## src/rtl/muldiv_pkg.sv

```systemverilog
// Shared types for the RV32M iterative multiply/divide unit.
package muldiv_pkg;

  localparam int XLEN         = 32;
  localparam int MULDIV_ITERS = XLEN;

  typedef enum logic [2:0] {
    OP_MUL    = 3'b000,
    OP_MULH   = 3'b001,
    OP_MULHSU = 3'b010,
    OP_MULHU  = 3'b011,
    OP_DIV    = 3'b100,
    OP_DIVU   = 3'b101,
    OP_REM    = 3'b110,
    OP_REMU   = 3'b111
  } muldiv_op_e;

  typedef enum logic [1:0] {
    IDLE = 2'd0,
    CALC = 2'd1,
    DONE = 2'd2
  } muldiv_state_e;

endpackage

```

## src/rtl/muldiv_step.sv

```systemverilog
// One iteration of the shared datapath: shift-add multiply step or restoring divide step.
module muldiv_step
  import muldiv_pkg::*;
#(
  parameter int W = XLEN
) (
  input  logic         is_div,
  input  logic [W-1:0] hi,
  input  logic [W-1:0] lo,
  input  logic [W-1:0] operand,
  output logic [W-1:0] hi_next,
  output logic [W-1:0] lo_next
);

  logic [W:0]   sum;
  logic [W:0]   shifted;
  logic [W-1:0] sub;
  logic         ge;

  always_comb begin
    sum     = {1'b0, hi} + (lo[0] ? {1'b0, operand} : '0);
    shifted = {hi, lo[W-1]};
    ge      = shifted >= {1'b0, operand};
    // Partial remainder stays below the divisor, so the difference fits in W bits.
    sub     = shifted[W-1:0] - operand;
    if (is_div) begin
      hi_next = ge ? sub : shifted[W-1:0];
      lo_next = {lo[W-2:0], ge};
    end else begin
      hi_next = sum[W:1];
      lo_next = {sum[0], lo[W-1:1]};
    end
  end

endmodule

```

## src/rtl/ex_muldiv_unit.sv

```systemverilog
// Iterative RV32M multiply/divide in EX; stalls ID/EX until the result is ready.
// state | meaning: IDLE wait for start | CALC one iteration per cycle | DONE result valid, release stall
module ex_muldiv_unit
  import muldiv_pkg::*;
(
  input  logic            clk,
  input  logic            reset_n,
  input  logic            start,
  input  logic [2:0]      funct3,
  input  logic [XLEN-1:0] op_a,
  input  logic [XLEN-1:0] op_b,
  input  logic            flush,
  output logic            stall,
  output logic            done,
  output logic [XLEN-1:0] result
);

  localparam int CW = $clog2(MULDIV_ITERS);
  localparam logic [XLEN-1:0] INT_MIN = {1'b1, {(XLEN-1){1'b0}}};

  muldiv_state_e state, state_nxt;
  muldiv_op_e    op_in, op_q;
  logic [CW-1:0]     count;
  logic [XLEN-1:0]   acc_hi, acc_lo, operand, step_hi, step_lo;
  logic [XLEN-1:0]   a_mag, b_mag, special_res, fixed_res;
  logic [2*XLEN-1:0] prod, prod_s;
  logic sign_a, sign_b, sa_in, sb_in, signed_a, signed_b;
  logic accept, div_zero, div_ovf, special, last, calc_div;

  assign op_in    = muldiv_op_e'(funct3);
  assign accept   = (state == IDLE) && start && !flush;
  assign last     = (count == CW'(MULDIV_ITERS - 1));
  assign calc_div = op_q inside {OP_DIV, OP_DIVU, OP_REM, OP_REMU};

  always_comb begin
    signed_a    = !(op_in inside {OP_MULHU, OP_DIVU, OP_REMU});
    signed_b    = signed_a && (op_in != OP_MULHSU);
    sa_in       = signed_a & op_a[XLEN-1];
    sb_in       = signed_b & op_b[XLEN-1];
    a_mag       = sa_in ? -op_a : op_a;
    b_mag       = sb_in ? -op_b : op_b;
    div_zero    = funct3[2] && (op_b == '0);
    div_ovf     = (op_in inside {OP_DIV, OP_REM}) && (op_a == INT_MIN) && (op_b == '1);
    special     = div_zero || div_ovf;
    special_res = '0;
    if (div_zero)
      special_res = funct3[1] ? op_a : '1;
    else
      special_res = funct3[1] ? '0 : INT_MIN;
  end

  muldiv_step #(.W(XLEN)) u_step (
    .is_div  (calc_div),
    .hi      (acc_hi),
    .lo      (acc_lo),
    .operand (operand),
    .hi_next (step_hi),
    .lo_next (step_lo)
  );

  // Magnitudes were iterated; restore signs on the final step outputs.
  always_comb begin
    prod      = {step_hi, step_lo};
    prod_s    = (sign_a ^ sign_b) ? -prod : prod;
    fixed_res = '0;
    case (op_q)
      OP_MUL:                       fixed_res = prod_s[XLEN-1:0];
      OP_MULH, OP_MULHSU, OP_MULHU: fixed_res = prod_s[2*XLEN-1:XLEN];
      OP_DIV, OP_DIVU:              fixed_res = (sign_a ^ sign_b) ? -step_lo : step_lo;
      default:                      fixed_res = sign_a ? -step_hi : step_hi;
    endcase
  end

  always_ff @(posedge clk or negedge reset_n) begin
    if (!reset_n) state <= IDLE;
    else          state <= state_nxt;
  end

  always_comb begin
    state_nxt = state;
    case (state)
      IDLE:    if (accept) state_nxt = special ? DONE : CALC;
      CALC:    if (last) state_nxt = DONE;
      DONE:    state_nxt = IDLE;
      default: state_nxt = IDLE;
    endcase
    if (flush) state_nxt = IDLE;
  end

  always_comb begin
    stall = 1'b0;
    done  = 1'b0;
    case (state)
      IDLE:    stall = start && !flush;
      CALC:    stall = !flush;
      DONE:    done  = 1'b1;
      default: ;
    endcase
    if (!reset_n) stall = 1'b0;
  end

  always_ff @(posedge clk or negedge reset_n) begin
    if (!reset_n) begin
      count   <= '0;
      acc_hi  <= '0;
      acc_lo  <= '0;
      operand <= '0;
      op_q    <= OP_MUL;
      sign_a  <= 1'b0;
      sign_b  <= 1'b0;
      result  <= '0;
    end else if (accept) begin
      count   <= '0;
      acc_hi  <= '0;
      acc_lo  <= funct3[2] ? a_mag : b_mag;
      operand <= funct3[2] ? b_mag : a_mag;
      op_q    <= op_in;
      sign_a  <= sa_in;
      sign_b  <= sb_in;
      if (special) result <= special_res;
    end else if ((state == CALC) && !flush) begin
      count  <= count + 1'b1;
      acc_hi <= step_hi;
      acc_lo <= step_lo;
      if (last) result <= fixed_res;
    end
  end

endmodule

```

## config.mk

```make
export PLATFORM = sky130hd
export DESIGN_NAME = ex_muldiv_unit
export DESIGN_NICKNAME = d
export VERILOG_FILES = /design/src/rtl/muldiv_pkg.sv /design/src/rtl/muldiv_step.sv /design/src/rtl/ex_muldiv_unit.sv
export SDC_FILE = /design/constraint.sdc
export NUM_CORES = 1
export LEC_CHECK = 0
export CELL_PAD_IN_SITES_DETAIL_PLACEMENT = 0
export CELL_PAD_IN_SITES_GLOBAL_PLACEMENT = 1
export CORE_ASPECT_RATIO = 0.75
export CORE_UTILIZATION = 40
export CTS_BUF_LIST = sky130_fd_sc_hd__clkbuf_16
export DETAILED_ROUTE_END_ITERATION = 7
export GPL_TIMING_DRIVEN = 0
export PLACE_DENSITY = 0.81
export SLEW_MARGIN = 40
export SYNTH_ARGS = -nofsm -noshare
export SYNTH_HDL_FRONTEND = slang
export SYNTH_HIERARCHICAL = 1
export SYNTH_SLANG_ARGS = --single-unit
```

## constraint.sdc

```tcl
create_clock -name clk -period 11.35 [get_ports clk]
set_input_delay 2.27 -clock clk [delete_from_list [all_inputs] [get_ports clk]]
set_output_delay 2.27 -clock clk [all_outputs]
set_load 0.1 [all_outputs]
```

# [Word-level counts from Yosys, hierarchy flattened]
# Cells that the tools add are included.
[totals] regBits=140 out_inout_bits=34 inputBits=71 word_cells=98
[op_classes] n_mux=33 eq_ne=21 n_lt_le_gt_ge=1 bitwise_logic=3 reduce_logical=23 addsub=8
[op_table] op="$mux W32" n=21
[op_table] op="$neg A32 Y32" n=4
[op_table] op="$pmux W32 S3" n=1
[op_table] op="$eq A32 B32 Y1 const B" n=2
[op_table] op="$mux W64" n=1
[op_table] op="$neg A64 Y64" n=1
[op_table] op="$add A32 B33 Y33" n=1
[op_table] op="$ge A33 B32 Y1" n=1
[op_table] op="$logic_not A32 Y1" n=1
[op_table] op="$sub A32 B32 Y32" n=1
[op_table] op="$eq A3 B3 Y1 const B" n=8
[op_table] op="$mux W5" n=2
[op_table] op="$eq A3 B2 Y1 const B" n=3
[op_table] op="$logic_and A1 B1 Y1" n=8
[op_table] op="$mux W2" n=4
[op_table] op="$ne A3 B3 Y1 const B" n=2
[op_table] op="$reduce_bool A2 Y1" n=3
[op_table] op="$add A5 B1 Y5 const B" n=1
[op_table] op="$eq A5 B5 Y1 const B" n=1
[op_table] op="$pmux W2 S2" n=1
[op_table] op="$reduce_bool A4 Y1" n=1
[op_table] op="$eq A3 B1 Y1 const B" n=1
[op_table] op="$logic_not A3 Y1" n=1
[op_table] op="$ne A3 B2 Y1 const B" n=1
[op_table] op="other kinds (15)" n=18

# [Logic depth before layout (Yosys ltp)]
# Gate-level depths: netlist of run 1.
[depth] ltp_word=9 mapped_depth=23 mapped_depth_nobuf=20

# [Modules after synthesis]
# Netlist of run 1, hierarchy kept.
[modules_own_cells] mod="ex_muldiv_unit" cells_each=1403 instances=1 area_each_um2=10794.1 seq_area_each_um2=3503.4
[modules_own_cells] mod="muldiv_step" cells_each=705 instances=1 area_each_um2=4867.2 seq_area_each_um2=0.0

# [Worst setup path after synthesis of run 1]
# OpenSTA, ideal clock, no wires.
[synth_path] path_kind="input to output" startpoint="in flush" endpoint="out stall" cell_stages=5 setup_slack_ns=4.823 arrival_ns=4.257 required_ns=9.080 n_path_buf=2 path_cell_list="or4b_2 clkbuf_1 clkbuf_1 nand2_1 and3b_1"
[synth_between] elab_chain_cells=4
[synth_rtl] item="from (decl)" line_no="ex_muldiv_unit.sv:12" text="input logic flush,"
[synth_rtl] item="$logic_not A1 Y1 *" line_no="ex_muldiv_unit.sv:94, ex_muldiv_unit.sv:95"
[synth_rtl] item="$logic_and A1 B1 Y1" line_no="ex_muldiv_unit.sv:94" text="IDLE: stall = start && !flush;"
[synth_rtl] item="$pmux W1 S2 *" line_no="ex_muldiv_unit.sv:93" text="case (state)"
[synth_rtl] item="$mux W1 *" line_no="ex_muldiv_unit.sv:99" text="if (!reset_n) stall = 1'b0;"
[synth_rtl] item="to (decl)" line_no="ex_muldiv_unit.sv:13" text="output logic stall,"
# Every way passes the cells marked *; elsewhere a longest branch is shown, timed or not.

# [Worst setup path in the final report of run 1]
# Ends and elaborated chain as after synthesis.

==> results of run 1 <==
==> layer usage <==
metal	wire, um	part of all wire	vias to the layer above
li1	-	-	7959
met1	36800	0.46	8933
met2	30500	0.38	1205
met3	10200	0.13	136
met4	2050	0.026	4
met5	27	0.00034	-
==> tightest hold or removal path: stages (launching register included) <==
cell and delay, ns:
sky130_fd_sc_hd__dfrtp_1 0.34, sky130_fd_sc_hd__nand2_1 0.04, sky130_fd_sc_hd__o21ai_0 0.06
==> stage by stage <==
stage               hold WS, ns  instance area (um2)  instances  utilization  power, uW
floorplan                 0.453                15700       2108            -       2390
global placement          0.460                17300       2723        0.451       3260
detailed placement        0.467                17400       2732        0.454       3290
CTS                       0.485                18100       2763        0.470       3950
global route              0.504                18100       2763        0.471       4240
finish                    0.479                18100       2764        0.471       4070
==> kinds of logic (layout without fill, tap and decap cells) <==
logic type | Yosys count | after routing | synth area share
other cells | 0 | 1 | 0
buf+inv | 211 | 354 | 0.0534
compound gates | 671 | 671 | 0.276
mux | 89 | 89 | 0.0602
simple gates | 749 | 749 | 0.230
fa+ha+maj | 73 | 73 | 0.0593
xor+xnor | 175 | 175 | 0.0979
flops | 140 | 140 | 0.224
==> state kept, by name (all words and copies together) (netlist names) <==
| name | flops |
|---|---|
| count | 5 |
| sign_b | 1 |
| acc_hi | 32 |
| sign_a | 1 |
| result | 32 |
| acc_lo | 32 |
| op_q | 3 |
| operand | 32 |
| state | 2 |
==> layout make-up <==
class	count	area, um2	area share
inverters	71	267	0.0147
diodes	1	2.50	0.000138
clock inverters	14	218	0.0120
clock buffers	17	425	0.0235
plain buffers	140	577	0.0319
flip-flops and latches	140	3500	0.194
repair buffers	112	973	0.0538
well taps	512	641	0.0354
multi-input cells	1757	11500	0.635
==> power by group <==
part | total [uW] | internal, uW | switching [uW]
clock | 650 | 390 | 260
combinational | 2690 | 885 | 1800
sequential | 730 | 602 | 129
total | 4070 | 1880 | 2190
==> synth_stat cells (38+ instances only) <==
| library cell | instances | area share |
|---|---|---|
| sky130_fd_sc_hd__mux2_2 | 41 | 0.029 |
| sky130_fd_sc_hd__a31oi_1 | 41 | 0.016 |
| sky130_fd_sc_hd__dfrtp_1 | 140 | 0.22 |
| sky130_fd_sc_hd__nor4_1 | 38 | 0.015 |
| sky130_fd_sc_hd__mux2i_1 | 48 | 0.031 |
| sky130_fd_sc_hd__a21o_1 | 38 | 0.018 |
| sky130_fd_sc_hd__clkbuf_1 | 112 | 0.027 |
| sky130_fd_sc_hd__and2_1 | 42 | 0.017 |
| sky130_fd_sc_hd__ha_1 | 71 | 0.057 |
| sky130_fd_sc_hd__nor2_1 | 165 | 0.040 |
| sky130_fd_sc_hd__inv_1 | 70 | 0.017 |
| sky130_fd_sc_hd__nor3_1 | 51 | 0.016 |
| sky130_fd_sc_hd__xnor2_1 | 85 | 0.048 |
| sky130_fd_sc_hd__nand2_1 | 277 | 0.066 |
| sky130_fd_sc_hd__o21ai_0 | 132 | 0.042 |
| sky130_fd_sc_hd__xor2_1 | 90 | 0.050 |
| sky130_fd_sc_hd__a21oi_1 | 217 | 0.069 |
==> placed cells by master (no fill, tap or decap), drive strengths merged, types with 18 or more instances in the layout <==
cell	instances
or3	18
mux2	41
nand4	29
nor3	54
nand2	277
ha	71
buf	72
a31oi	43
clkdlybuf4s50	68
xor2	90
nor2	165
inv	74
nor4	41
a21oi	221
nand3	37
o21ai	140
clkbuf	129
mux2i	48
o211ai	34
xnor2	85
and2	42
o31ai	31
dfrtp	140
a21o	39
==> worst max-delay path by stage <==
stage	slack, ns	endpoint	from
after floorplan	4.82	stall	flush
after global placement	-0.45	stall	reset_n
after CTS	3.96	stall	flush
final	3.91	stall	flush
after detailed placement	3.97	stall	flush
after global routing	3.88	stall	flush
==> impl_results.html, run 1 <==
<table>
<tr><th>Metric</th><th>Value</th></tr>
<tr><th colspan="2">GRT</th></tr>
<tr><td>Remaining global-route overflow</td><td>0</td></tr>
<tr><td>Antenna violations before repair</td><td>4</td></tr>
<tr><td>Global router's overall resource usage</td><td>0.392</td></tr>
<tr><td>Met2 global-route usage</td><td>0.518</td></tr>
<tr><td>Vias in the first global route</td><td>16500</td></tr>
<tr><td>Global routing usage on met1</td><td>0.606</td></tr>
<tr><td>Global-route wire length before repair</td><td>114 mm</td></tr>
<tr><td>Maximum number of pins on one net before global-route repair</td><td>54</td></tr>
<tr><td>Met3 Usage GRT</td><td>0.106</td></tr>
<tr><td>Busiest metal layer after global routing</td><td>met1</td></tr>
<tr><th colspan="2">Die</th></tr>
<tr><td>Core region area</td><td>0.0384 mm2</td></tr>
<tr><td>Number of placed I/O pins</td><td>105</td></tr>
<tr><td>Die ar.</td><td>0.0400 mm2</td></tr>
<tr><td>Initial cell density of the core</td><td>0.408</td></tr>
<tr><td>Vertical die dimension</td><td>about 170 um</td></tr>
<tr><td>Die Span X</td><td>230 um</td></tr>
<tr><td>Std cell rows</td><td>62</td></tr>
<tr><th colspan="2">Pwr</th></tr>
<tr><td>Total power divided by cell area</td><td>225 mW/mm2</td></tr>
<tr><td>Largest voltage drop on the vdd net</td><td>0.121 mV</td></tr>
<tr><td>Static power due to leakage</td><td>0.00755 uW</td></tr>
<tr><th colspan="2">Setup path</th></tr>
<tr><td>Endpoint of the worst-slack reg-to-reg timing path</td><td>result[20]</td></tr>
<tr><td>Slowest cell on the critical path</td><td>sky130_fd_sc_hd__or4b_2</td></tr>
<tr><td>Arrival time at the worst endpoint</td><td>5.17 ns</td></tr>
<tr><td>Worst Setup End Kind</td><td>output port</td></tr>
<tr><td>Slack of the worst reg-to-reg path</td><td>~4.5 ns</td></tr>
<tr><td>Buffers &amp; Inverters on Critical Path</td><td>4</td></tr>
<tr><td>Kind of cell adding the most delay to the critical path</td><td>buffers and inverters</td></tr>
<tr><td>Critical path's most frequent cell</td><td>sky130_fd_sc_hd__clkbuf_1</td></tr>
<tr><td>Data required time of the critical path</td><td>roughly 9 ns</td></tr>
<tr><td>Logic depth of the worst register-to-register path</td><td>23</td></tr>
<tr><td>Series of cell instances along the critical path</td><td>clkdlybuf4s50_1 &gt; or4b_2 &gt; clkbuf_1 &gt; clkbuf_1 &gt; nand2_1 &gt; and3b_1 &gt; buf_2</td></tr>
<tr><td>Kind of start point of the critical path</td><td>primary input</td></tr>
<tr><td>Reg2reg start</td><td>operand[12]</td></tr>
<tr><td>Category of the critical setup timing path</td><td>primary input to output port</td></tr>
<tr><td>Crit path depth</td><td>7</td></tr>
<tr><td>Delay of the slowest critical-path stage</td><td>roughly 0.68 ns</td></tr>
<tr><td>Crit Path Max Fanout</td><td>10</td></tr>
<tr><th colspan="2">Detailed routing</th></tr>
<tr><td>Total number of vias</td><td>18200</td></tr>
<tr><td>Router iterations before antenna repair</td><td>6</td></tr>
<tr><td>WL final</td><td>79.5 mm</td></tr>
<tr><td>Vias per Instance</td><td>roughly 6.6</td></tr>
<tr><td>Iteration-0 DRC count of the detailed router</td><td>~2700</td></tr>
<tr><td>Routed length per instance</td><td>~29 um</td></tr>
<tr><td>Number of DRC violations after detailed routing</td><td>0</td></tr>
<tr><td>Antenna Nets Post-Route</td><td>0</td></tr>
<tr><th colspan="2">Timing</th></tr>
<tr><td>Final count of negative-setup-slack endpoints</td><td>0</td></tr>
<tr><td>Setup Skew</td><td>approximately 0.010 ns</td></tr>
<tr><td>Max-slew headroom at the worst pin</td><td>0.332</td></tr>
<tr><td>Final setup TNS</td><td>0 ns</td></tr>
<tr><td>RSZ-0062 raised after global routing</td><td>false</td></tr>
<tr><td>Fmax</td><td>approximately 130 MHz</td></tr>
<tr><td>Post-route setup slack</td><td>3.91 ns</td></tr>
<tr><td>Share of the cycle needed by the critical path after routing</td><td>0.656</td></tr>
<tr><td>Final hold vios</td><td>0</td></tr>
<tr><td>Worst Max-Slew Pin Slew</td><td>1.00 ns</td></tr>
<tr><td>Post-layout min period</td><td>between 7 and 8 ns</td></tr>
<tr><td>Final Max Tran Viols</td><td>0</td></tr>
<tr><th colspan="2">Synthesis</th></tr>
<tr><td>Most frequently used flop master after synthesis</td><td>sky130_fd_sc_hd__dfrtp_1</td></tr>
<tr><td>Number of instances in the synthesized netlist</td><td>2108</td></tr>
<tr><td>Syn_area_per_cell</td><td>approximately 7.4 um2</td></tr>
<tr><td>Cell area after synthesis</td><td>roughly 0.016 mm2</td></tr>
<tr><td>Post-Synthesis Net Count</td><td>2252</td></tr>
<tr><td>Share of flip-flops with an asynchronous set or reset after synthesis</td><td>1.00</td></tr>
<tr><td>Synth unique cells</td><td>95</td></tr>
<tr><td>Sequential element share of the synthesized area</td><td>0.224</td></tr>
<tr><td>Post-synthesis sequential element count</td><td>between 100 and 150</td></tr>
<tr><td>Count of flip-flops with a built-in enable after synthesis</td><td>0</td></tr>
<tr><td>Count of warnings emitted by yosys</td><td>6</td></tr>
<tr><th colspan="2">CTS</th></tr>
<tr><td>Number of buffers on the longest clock path</td><td>2</td></tr>
<tr><td>CTS root buffer</td><td>sky130_fd_sc_hd__clkbuf_16</td></tr>
<tr><td>Clock latency on the worst-skew pair</td><td>0.46 ns</td></tr>
<tr><td>Number of buffers inserted by hold repair at cts</td><td>0</td></tr>
<tr><td>Setup fix buffers added after clock tree synthesis</td><td>0</td></tr>
<tr><td>Clock tree from TritonCTS</td><td>built</td></tr>
<tr><td>H-Tree Level Count</td><td>4</td></tr>
<tr><td>Inserted Clock Buffers</td><td>17</td></tr>
<tr><td>Clock-pin slew on the worst setup and hold paths</td><td>0.07 ns</td></tr>
<tr><td>Number of gates given a new drive strength after cts</td><td>0</td></tr>
<tr><td>TritonCTS Sinks</td><td>140</td></tr>
<tr><th colspan="2">Placement</th></tr>
<tr><td>Pre-CTS setup slack</td><td>a little under 4 ns</td></tr>
<tr><td>Number of buffers inserted by port buffering</td><td>103</td></tr>
<tr><td>Sum of net half-perimeters after detailed placement</td><td>roughly 65 mm</td></tr>
<tr><td>Routability congestion estimate from global placement</td><td>1.05</td></tr>
<tr><th colspan="2">Layout</th></tr>
<tr><td>Number of nets in the layout</td><td>between 2000 and 2500</td></tr>
<tr><td>Area added between synthesis and finish</td><td>15.5%</td></tr>
<tr><td>Layout filler cell count</td><td>4026</td></tr>
<tr><td>Fraction of final layout cells sized beyond drive strength 1</td><td>0.0906</td></tr>
<tr><th colspan="2">Worst hold path</th></tr>
<tr><td>Startpoint of the worst hold path</td><td>result[24]</td></tr>
<tr><td>Worst hold endpoint</td><td>result[24]</td></tr>
<tr><td>Type of the tightest min-delay check</td><td>flop to flop</td></tr>
<tr><td>Hold Path Stages</td><td>2</td></tr>
<tr><th colspan="2">Run</th></tr>
<tr><td>Max cap viols</td><td>0</td></tr>
<tr><th colspan="2">Run status</th></tr>
<tr><td>Run status</td><td>complete, no violations</td></tr>
</table>
No activity file was read; power rests on OpenSTA's default activity.
==> run 2: changes to the inputs <==
PLACE_DENSITY = 0.84   (was 0.81)
clock period = 6.7 ns   (was 11.35 ns; I/O delays follow)
==> run 2 against run 1 <==
Against the previous run:
- global-route usage is 0.32 points lower
- combinational power is 68% higher
- worst hold slack worse by 0.0044 ns
- non-clock buffer count is 1 higher
- clock power is 47% higher
- power is 65% higher
- largest power group unchanged
- highest routed layer is now met4
==> impl_results.html, run 2 (synthesis gave the netlist of run 1 again) <==
<table>
<tr><th>Metric</th><th>Value</th></tr>
<tr><th colspan="2">Die</th></tr>
<tr><td>Core region area</td><td>0.0384 mm2 (unchanged)</td></tr>
<tr><td>Initial cell density of the core</td><td>0.408 (unchanged)</td></tr>
<tr><td>Die ar.</td><td>0.0400 mm2 (unchanged)</td></tr>
<tr><td>Std cell rows</td><td>62 (unchanged)</td></tr>
<tr><td>Number of placed I/O pins</td><td>105 (unchanged)</td></tr>
<tr><td>Die Span X</td><td>230 um (unchanged)</td></tr>
<tr><td>Vertical die dimension</td><td>173 um (unchanged)</td></tr>
<tr><th colspan="2">Timing</th></tr>
<tr><td>Final Max Tran Viols</td><td>0 (unchanged)</td></tr>
<tr><td>Post-layout min period</td><td>6.35 ns</td></tr>
<tr><td>Fmax</td><td>157 MHz</td></tr>
<tr><td>Final setup TNS</td><td>0 ns (unchanged)</td></tr>
<tr><td>Setup Skew</td><td>0.0116 ns (+0.00127 ns)</td></tr>
<tr><td>Final hold vios</td><td>0 (unchanged)</td></tr>
<tr><td>Share of the cycle needed by the critical path after routing</td><td>0.948</td></tr>
<tr><td>RSZ-0062 raised after global routing</td><td>false</td></tr>
<tr><td>Max-slew headroom at the worst pin</td><td>0.344 (+0.0118)</td></tr>
<tr><td>Final count of negative-setup-slack endpoints</td><td>0 (unchanged)</td></tr>
<tr><td>Worst Max-Slew Pin Slew</td><td>0.975 ns (-0.0266 ns)</td></tr>
<tr><th colspan="2">CTS</th></tr>
<tr><td>Clock-pin slew on the worst setup and hold paths</td><td>0.07 ns (about the same)</td></tr>
<tr><td>Inserted Clock Buffers</td><td>17 (unchanged)</td></tr>
<tr><td>Number of buffers on the longest clock path</td><td>2 (unchanged)</td></tr>
<tr><td>TritonCTS Sinks</td><td>140 (unchanged)</td></tr>
<tr><td>Number of buffers inserted by hold repair at cts</td><td>0 (unchanged)</td></tr>
<tr><td>CTS root buffer</td><td>sky130_fd_sc_hd__clkbuf_16</td></tr>
<tr><td>H-Tree Level Count</td><td>4 (unchanged)</td></tr>
<tr><td>Clock latency on the worst-skew pair</td><td>0.46 ns (about the same)</td></tr>
<tr><td>Clock tree from TritonCTS</td><td>built</td></tr>
<tr><th colspan="2">Placement</th></tr>
<tr><td>Routability congestion estimate from global placement</td><td>1.01 (-4.0%)</td></tr>
<tr><td>Number of buffers inserted by port buffering</td><td>103 (unchanged)</td></tr>
<tr><td>Placed Area</td><td>0.0174 mm2 (-0.18%)</td></tr>
<tr><td>Sum of net half-perimeters after detailed placement</td><td>63.7 mm (-1.9%)</td></tr>
<tr><th colspan="2">Layout</th></tr>
<tr><td>Most frequent standard cell in the layout excluding fill and tap cells</td><td>sky130_fd_sc_hd__nand2_1</td></tr>
<tr><td>Area taken by flip-flops and latches</td><td>0.00350 mm2 (unchanged)</td></tr>
<tr><td>Area of all placed cells without fillers</td><td>0.0180 mm2 (-0.35%)</td></tr>
<tr><td>Multi-input logic area</td><td>0.0115 mm2 (+0.25%)</td></tr>
<tr><td>Area added between synthesis and finish</td><td>15.1%</td></tr>
<tr><td>Commonest cells after routing, fill and taps aside</td><td>277 x sky130_fd_sc_hd__nand2_1, 214 x sky130_fd_sc_hd__a21oi_1, 161 x sky130_fd_sc_hd__nor2_1</td></tr>
<tr><td>Number of nets in the layout</td><td>2384 (+0.042%)</td></tr>
<tr><td>Post-Route Utilization</td><td>0.469 (-0.00166)</td></tr>
<tr><td>Layout filler cell count</td><td>3899 (-3.2%)</td></tr>
<tr><td>Fraction of final layout cells sized beyond drive strength 1</td><td>0.0901 (-0.000524)</td></tr>
<tr><th colspan="2">Setup path</th></tr>
<tr><td>Series of cell instances along the critical path</td><td>inv_1 &gt; ha_1 &gt; nor2b_1 &gt; o31ai_1 &gt; a21oi_2 &gt; o2111ai_2 &gt; a21boi_2 &gt; o21ai_4 &gt; buf_4 &gt; buf_4 &gt; a21oi_1 &gt; inv_1 &gt; ha_1 &gt; or3b_2 &gt; or2_2 &gt; clkbuf_1 &gt; nor4_4 &gt; buf_4 &gt; nor3b_1 &gt; o21ai_0 &gt; a21boi_2 &gt; o21ai_1</td></tr>
<tr><td>Logic depth of the worst register-to-register path</td><td>22 (-4.3%)</td></tr>
<tr><td>Buffers &amp; Inverters on Critical Path</td><td>6 (+2)</td></tr>
<tr><td>Worst Setup End Kind</td><td>flop</td></tr>
<tr><td>Arrival time at the worst endpoint</td><td>6.69 ns (+1.52 ns)</td></tr>
<tr><td>Data required time of the critical path</td><td>7.03 ns (-2.05 ns)</td></tr>
<tr><td>Delay of the slowest critical-path stage</td><td>0.48 ns (-0.20 ns)</td></tr>
<tr><td>Crit Path Max Fanout</td><td>10 (unchanged)</td></tr>
<tr><td>Slowest cell on the critical path</td><td>sky130_fd_sc_hd__or3b_2</td></tr>
<tr><td>Critical path's most frequent cell</td><td>sky130_fd_sc_hd__buf_4</td></tr>
<tr><td>Kind of start point of the critical path</td><td>flop</td></tr>
<tr><td>Kind of cell adding the most delay to the critical path</td><td>compound AO/OA/AOI/OAI gates</td></tr>
<tr><td>Reg2reg start</td><td>operand[1]</td></tr>
<tr><td>Category of the critical setup timing path</td><td>flop to flop</td></tr>
<tr><td>Endpoint of the worst-slack reg-to-reg timing path</td><td>result[6]</td></tr>
<tr><td>Slack of the worst reg-to-reg path</td><td>0.35 ns (-4.12 ns)</td></tr>
<tr><th colspan="2">Pwr</th></tr>
<tr><td>Sw power</td><td>3690 uW (+69%)</td></tr>
<tr><td>Int Power</td><td>3030 uW (+61%)</td></tr>
<tr><td>Total power divided by cell area</td><td>373 mW/mm2 (+66%)</td></tr>
<tr><td>Static power due to leakage</td><td>0.00753 uW (-0.22%)</td></tr>
<tr><td>Switching part of the total</td><td>0.549 (+0.0108)</td></tr>
<tr><td>Part of the total power dissipated in combinational logic</td><td>0.675 (+0.014)</td></tr>
<tr><td>Final total power</td><td>6720 uW (+65%)</td></tr>
<tr><td>Largest voltage drop on the vdd net</td><td>0.189 mV (+57%)</td></tr>
<tr><td>Part of the total power dissipated in sequential elements</td><td>0.183 (+0.003)</td></tr>
<tr><td>Power share of the clock group</td><td>0.142 (-0.018)</td></tr>
<tr><th colspan="2">GRT</th></tr>
<tr><td>Antenna violations before repair</td><td>4 (unchanged)</td></tr>
<tr><td>Remaining global-route overflow</td><td>0 (unchanged)</td></tr>
<tr><td>Vias in the first global route</td><td>16700 (+1.3%)</td></tr>
<tr><td>Global router's overall resource usage</td><td>0.389 (-0.00321)</td></tr>
<tr><td>Global-route wire length before repair</td><td>114 mm (-0.16%)</td></tr>
<tr><td>Maximum number of pins on one net before global-route repair</td><td>53 (-1.9%)</td></tr>
<tr><th colspan="2">Detailed routing</th></tr>
<tr><td>Routed length per instance</td><td>28.3 um (-1.7%)</td></tr>
<tr><td>Antenna Nets Post-Route</td><td>0 (unchanged)</td></tr>
<tr><td>WL final</td><td>78.3 mm (-1.5%)</td></tr>
<tr><td>Vias per Instance</td><td>6.59 (-0.17%)</td></tr>
<tr><td>Total number of vias</td><td>18200 (-0.022%)</td></tr>
<tr><td>Number of DRC violations after detailed routing</td><td>0 (unchanged)</td></tr>
<tr><td>Iteration-0 DRC count of the detailed router</td><td>2476 (-7.9%)</td></tr>
<tr><td>Router iterations before antenna repair</td><td>6 (unchanged)</td></tr>
<tr><th colspan="2">Run status</th></tr>
<tr><td>Run status</td><td>complete, no violations</td></tr>
<tr><th colspan="2">Worst hold path</th></tr>
<tr><td>Hold Path Stages</td><td>2 (unchanged)</td></tr>
<tr><td>Worst hold endpoint</td><td>result[23]</td></tr>
<tr><td>Startpoint of the worst hold path</td><td>result[23]</td></tr>
<tr><td>Type of the tightest min-delay check</td><td>flop to flop</td></tr>
<tr><th colspan="2">Run</th></tr>
<tr><td>Max cap viols</td><td>0 (unchanged)</td></tr>
</table>
run 2: cell count changes in the layout (fill, tap and decap cells not counted), sizes merged:
cell      change
clkbuf        +1
diode         +2
inv           +4
clkinv        +2
clkinvlp      -1
bufinv        -4
run 2: how the worst max path moves through the flow:
stage	start	end	depth (start not counted)
finish	operand[1]	result[6]	22
global route	acc_lo[0]	result[30]	20
CTS	operand[1]	result[29]	19
detailed placement	operand[1]	result[29]	19
global placement	reset_n	stall	3
floorplan	acc_hi[0]	result[18]	20
run 2: worst register-to-register path: cells and delay by family (launching register included):
kind                     cells  cell delay [ns]
AND/OR/NAND/NOR              5             1.58
adder cells (fa/ha/maj)      2             0.59
buffers and inverters        6             1.34
flip-flops                   1             0.39
AO/OA/AOI/OAI                9             2.32
run 2: routing by layer:
metal  share of wire  routed length [um]  vias up  track usage
met2            0.38               30000     1261        0.513
met1            0.46               35800     8859        0.600
met5               0                   0        -            0
met3            0.13               10500      135        0.112
met4           0.026                2060        0        0.101
li1                -                   -     7978            -
run 2: cell type report:
| class | instances | share of cell area |
|---|---|---|
| Antenna cell | 3 | 0.000417 |
| Clock buffer | 17 | 0.0236 |
| Buffer | 140 | 0.0318 |
| Inverter | 71 | 0.0148 |
| Clock inverter | 15 | 0.00687 |
| Multi-Input combinational cell | 1757 | 0.638 |
| Tap cell | 512 | 0.0356 |
| Sequential cell | 140 | 0.194 |
| Timing Repair Buffer | 113 | 0.0540 |
run 2: timing repair:
action                                  4_1_cts  5_1_grt
setup buffers                                 0        2
resized for setup                             0        3
endpoints found under the setup margin        0       11
run 2: power by group through the flow:
stage / Clock (uW) / Combinational [uW] / Sequential [uW]
after global routing: 993 / 4810 / 1250
final: 956 / 4530 / 1230
after detailed placement: 0 / 4310 / 1240
after global placement: 0 / 4270 / 1230
after CTS: 954 / 4340 / 1230
after floorplan: 0 / 2910 / 1140
run 2: through the flow:
step | std cells | worst slack (ns) | hold WS, ns
3_5_place_dp | 2730 | 0.174 | 0.465
4_1_cts | 2762 | 0.161 | 0.482
6_report | 2768 | 0.347 | 0.475
5_1_grt | 2767 | 0.0718 | 0.510
2_1_floorplan | 2108 | 1.94 | 0.453
3_3_place_gp | 2723 | -3.22 | 0.461
